### config.mk
export PLATFORM = sky130hd
export DESIGN_NAME = branch_predictor
export DESIGN_NICKNAME = d
export VERILOG_FILES = /design/src/rtl/branch_predictor.sv
export SDC_FILE = /design/constraint.sdc
export NUM_CORES = 2
export LEC_CHECK = 0
export CORE_AREA = 5 5 366 368
export CTS_CLUSTER_DIAMETER = 120
export DETAILED_ROUTE_END_ITERATION = 6
export DIE_AREA = 0 0 371 373
export DONT_BUFFER_PORTS = 1
export GPL_TIMING_DRIVEN = 0
export MAX_ROUTING_LAYER = met4
export PLACE_DENSITY = 0.58
export SYNTH_ARGS = -nofsm -noshare
export SYNTH_HDL_FRONTEND = slang
export SYNTH_SLANG_ARGS = --single-unit
### constraint.sdc
create_clock -name clk -period 11.5 [get_ports clk]
set_input_delay 1.725 -clock clk [delete_from_list [all_inputs] [get_ports clk]]
set_output_delay 1.725 -clock clk [all_outputs]
set_load 0.01 [all_outputs]
### src/rtl/branch_predictor.sv
// branch_predictor: 2-bit counter + BTB predictor with registered redirect and statistics
module branch_predictor #(
    parameter int INDEX_BITS = 4
) (
    input  logic        clk,
    input  logic        rst,
    input  logic [31:0] fetch_pc,
    output logic        pred_taken,
    output logic [31:0] pred_target,
    input  logic        upd_valid,
    input  logic [31:0] upd_pc,
    input  logic        upd_taken,
    input  logic [31:0] upd_target,
    input  logic        upd_pred_taken,
    input  logic [31:0] upd_pred_target,
    output logic        redirect_valid,
    output logic [31:0] redirect_pc,
    output logic [31:0] stat_branches,
    output logic [31:0] stat_mispredicts
);
    localparam int ENTRIES  = 2 ** INDEX_BITS;
    localparam int TAG_BITS = 30 - INDEX_BITS;

    logic [ENTRIES-1:0]  r_valid;
    logic [1:0]          r_ctr    [ENTRIES];
    logic [TAG_BITS-1:0] r_tag    [ENTRIES];
    logic [31:0]         r_target [ENTRIES];
    logic                r_redirect_valid;
    logic [31:0]         r_redirect_pc;
    logic [31:0]         r_branches;
    logic [31:0]         r_mispredicts;

    logic [INDEX_BITS-1:0] w_fidx, w_uidx;
    logic [TAG_BITS-1:0]   w_ftag, w_utag;
    logic                  w_fhit, w_uhit, w_mispredict, w_unused;
    logic [1:0]            w_uctr, w_ctr_next;
    logic [31:0]           w_correct_pc;

    assign w_fidx       = fetch_pc[INDEX_BITS+1:2];
    assign w_ftag       = fetch_pc[31:INDEX_BITS+2];
    assign w_uidx       = upd_pc[INDEX_BITS+1:2];
    assign w_utag       = upd_pc[31:INDEX_BITS+2];
    assign w_unused     = ^{fetch_pc[1:0], upd_pc[1:0]};
    assign w_fhit       = r_valid[w_fidx] && r_tag[w_fidx] == w_ftag;
    assign w_uhit       = r_valid[w_uidx] && r_tag[w_uidx] == w_utag;
    assign pred_taken   = w_fhit && r_ctr[w_fidx][1];
    assign pred_target  = pred_taken ? r_target[w_fidx] : fetch_pc + 32'd4;
    assign w_uctr       = r_ctr[w_uidx];
    assign w_ctr_next   = upd_taken ? (w_uctr == 2'd3 ? 2'd3 : w_uctr + 2'd1)
                                    : (w_uctr == 2'd0 ? 2'd0 : w_uctr - 2'd1);
    assign w_correct_pc = upd_taken ? upd_target : upd_pc + 32'd4;
    assign w_mispredict = (upd_taken != upd_pred_taken) || (upd_pred_target != w_correct_pc);

    assign redirect_valid   = r_redirect_valid;
    assign redirect_pc      = r_redirect_pc;
    assign stat_branches    = r_branches;
    assign stat_mispredicts = r_mispredicts;

    // Train counters/BTB on resolved branches; a taken miss allocates a fresh weakly-taken entry
    always_ff @(posedge clk) begin
        if (rst) begin
            for (int i = 0; i < ENTRIES; i++) begin
                r_valid[i]  <= 1'b0;
                r_ctr[i]    <= 2'b01;
                r_tag[i]    <= '0;
                r_target[i] <= '0;
            end
        end else if (upd_valid) begin
            if (w_uhit) begin
                r_ctr[w_uidx] <= w_ctr_next;
                if (upd_taken) r_target[w_uidx] <= upd_target;
            end else if (upd_taken) begin
                r_valid[w_uidx]  <= 1'b1;
                r_tag[w_uidx]    <= w_utag;
                r_target[w_uidx] <= upd_target;
                r_ctr[w_uidx]    <= 2'b10;
            end
        end
    end

    // Registered redirect pulse and wrapping branch/mispredict counters
    always_ff @(posedge clk) begin
        if (rst) begin
            r_redirect_valid <= 1'b0;
            r_redirect_pc    <= '0;
            r_branches       <= '0;
            r_mispredicts    <= '0;
        end else begin
            r_redirect_valid <= upd_valid && w_mispredict;
            if (upd_valid && w_mispredict) r_redirect_pc <= w_correct_pc;
            if (upd_valid) r_branches <= r_branches + 32'd1;
            if (upd_valid && w_mispredict) r_mispredicts <= r_mispredicts + 32'd1;
        end
    end
endmodule

==> flow_metrics.tcl <==
set metrics [dict create \
    area_growth_pct 12.08 \
    post-route-period-util_pct 83.63 \
    worstSkewPairLatency_ns 0.75 \
    ctsResizeCount 0 \
    fin_nets 4355 \
    cts_tree "done" \
    r2r_cells 10 \
    vias 39380 \
    max_freq_mhz 104.0 \
    cts_sinks 1073 \
    numCtsBuffers 113 \
    die_w_um 371 \
    drt-vias-per-instance 6.476 \
    grt_pass1_vias 37590 \
    leakage_uw 0.02235 \
    worstPathRequired_ns 9.78 \
    crit_type "in2out" \
    grt_first_pass_wirelength_um 305400 \
    drive_gt1_share_pct 16.56 \
    crit_fanout 10 \
    synth_top_area_cell "edfxtp_1" \
    r2r_slack_ns 6.63 \
    ys_ff_latch 1073 \
    seq_area_frac_synth_pct 55.97 \
    first_pass_iters 5 \
    rows 133 \
    die_y_um 373 \
    setup_viol 0 \
    worstHoldPathCells 1 \
    crit_path_end_kind "output pin" \
    yosysWarnings 0 \
    synth_area_leaders "edfxtp_1 (52%), mux4_2 (15%), and2_1 (5.6%)" \
    cts_setup_buffers 0 \
    syn_area_um2 55550 \
    ir_worst_vdd_mv 0.1160 \
    powerDensity_nw_per_um2 152.1 \
    r2r-end "r_tag[1][15]$_SDFFCE_PN0P_" \
    core-area_um2 130500 \
    dr.first_iter.drc_count 6362 \
    path_clk_slew_ns 0.06 \
    drc 0 \
    relSlewSlack_pct -2.991 \
    synth_edf_count 960 \
    place.port_buffers 0 \
    avgRoutedWirePerCell_um 36.97 \
    hold_buffers 0 \
    dpl_cell_area_um2 58380 \
    cts_buffer_depth 3 \
    ys_async_sr_fraction_pct 0 \
    slew_viol_final 33 \
    grt_max_degree 27 \
    outcome "finished, violations left" \
    stdcell_area_um2 62260 \
    cp_data_arrival_time_ns 7.89 \
    synth.top_cell.area_share_pct 51.90 \
    worst_pin_slew_ns 1.545 \
    gp_congestion 0.9787 \
    timing.final.crit_period_ns 9.617 \
    r2r_start "r_tag[8][5]$_SDFFCE_PN0P_" \
    synth_fp_nets 4219 \
    fin_skew_ns 0.05013 \
    drt-total-wl_um 224800 \
    dp_hpwl_um 165700 \
    hp-class "reg2reg" \
    crit_chain "clkbuf_1 -> clkbuf_1 -> clkbuf_1 -> mux4_2 -> mux2i_1 -> xnor2_1 -> nor3_1 -> o2111ai_1 -> clkbuf_1 -> mux2_2" \
    crit_path_max_incr_delay_ns 1.09 \
    finalSetupTns_ns 0 \
    yosysUniqueCellTypes 80 \
    ioPinCount 263 \
    synthCells 4079 \
    dieArea_um2 138400 \
    avgSynthCellArea_um2 13.62 \
    ys.flop_type "edfxtp_1" \
    failed_checks "capacitance limit, slew limit" \
    slowest_stage "o2111ai_1" \
    cts_root_buffer "clkbuf_16" \
    fin_worst_hold_slack_ns 0.4838 \
    final_hold_viol_count 0 \
    grt_antenna_before_repair 20 \
    rsz0062_at_grt "false" \
    clock_tree.htree_level_count 3 \
    crit_top_cell "clkbuf_1" \
    grt.total_usage_pct 32.76 \
    nFillCells 11590 \
    hold_path_end "r_valid[1]$_SDFFE_PP0P_" \
    maxCapViolations 3 \
    gr-total-overflow 0 \
    hold_start "r_valid[1]$_SDFFE_PP0P_" \
    initial_core_util_pct 42.58 \
    start_kind "primary input" \
    antenna_left 0 \
]
-- cells by family after synthesis --
family	synth area share [%]
XOR/XNOR	2.707
AO/OA/AOI/OAI	3.985
multiplexers	17.94
flip-flops	55.97
adder cells (fa/ha/maj)	0.1577
AND/OR/NAND/NOR	15.71
buffers and inverters	3.529
-- flip-flops by register name, summed over array words and instances, names as in the netlist --
signal            cells
r_ctr                32
r_tag               416
stat_mispredicts     32
redirect_pc          32
redirect_valid        1
stat_branches        32
r_target            512
r_valid              16
-- metal layers --
layer	GRT usage (%)	up-vias	part of all wire, %
li1	-	15850	-
met1	42.06	20040	37
met2	45.42	2980	42
met3	14.03	513	16
met4	14.01	0	5.2
met5	-	-	0
-- how the worst max path moves through the flow --
stage | start | end | cells past startpoint
after floorplan | fetch_pc[2] | pred_target[26] | 10
after global placement | upd_pc[5] | r_target[10][11]$_SDFFCE_PN0P_ | 7
after detailed placement | fetch_pc[3] | pred_target[5] | 10
after CTS | fetch_pc[3] | pred_target[5] | 10
after global routing | fetch_pc[3] | pred_target[5] | 10
final | fetch_pc[3] | pred_target[4] | 10
-- worst max-delay path: cells and delay by family --
kind	cells	cell delay [ns]
and+or+nand+nor	1	0.07
buffers and inverters	4	3.28
AOI/OAI and AO/OA	1	1.09
muxes	3	1.50
xor gates and xnor gates	1	0.17
-- metrics by stage --
stage	utilization (%)	total power, µW	cells	setup slack [ns]
after floorplan	-	5185	4079	4.461
after global placement	44.26	5635	5834	0.6913
after detailed placement	44.75	5657	5854	2.059
after CTS	47.68	9430	6065	2.037
after global routing	47.71	9662	6076	2.020
final	47.72	9471	6081	1.883
-- placed cells by master, fill, tap and decap left out, types with 16 or more instances in the layout --
cell type    n
or3_1       16
mux2_2      32
clkinv_2    18
nand3_1     66
a22oi_1     37
a21oi_1     72
clkbuf_16  115
inv_1       34
nand2_1    156
xnor2_1    104
or2_2       20
dfxtp_1    113
nor3_1      66
o21ai_0     52
o21ai_4     16
mux4_2     380
xor2_1      60
buf_1       39
and3_1     448
o211ai_1    18
and2_1     497
a21o_1      20
nor4_1      19
or4_1       19
clkbuf_1   358
edfxtp_1   960
nor2b_1     16
nor2_1     110
nand4_1     29
o31ai_1     21
mux2i_1    102
buf_2       36
clkinv_1    21
-- Yosys cell counts (29+ instances only) --
cell type / number
and3_1: 448
xnor2_1: 104
and2_1: 497
mux2i_1: 102
dfxtp_1: 113
nand4_1: 29
mux4_2: 380
nand2_1: 156
nor3_1: 66
clkbuf_1: 345
mux2_2: 32
a22oi_1: 37
o21ai_0: 68
inv_1: 34
edfxtp_1: 960
nor2_1: 110
xor2_1: 60
nand3_1: 66
buf_1: 47
buf_2: 30
a21oi_1: 72
-- power by group --
part	switching, µW	leakage, µW	internal [µW]	total [µW]
Clock	1650	0.00186	2200	3850
Combinational	699	0.0104	396	1090
Sequential	86.0	0.0101	4440	4520
Total	2440	0.0224	7030	9470
-- layout make-up --
class,count,area [µm²],area share [%]
Clock buffer,144,3070,4.932
Inverter,36,135.1,0.2171
Antenna cell,15,37.54,0.06029
Timing Repair Buffer,21,462.9,0.7436
Sequential cell,1073,31090,49.94
Multi-Input combinational cell,2529,22680,36.43
Buffer,441,1842,2.958
Clock inverter,67,744.5,1.196
Tap cell,1755,2196,3.527
Power figures use the tool's default switching activity.
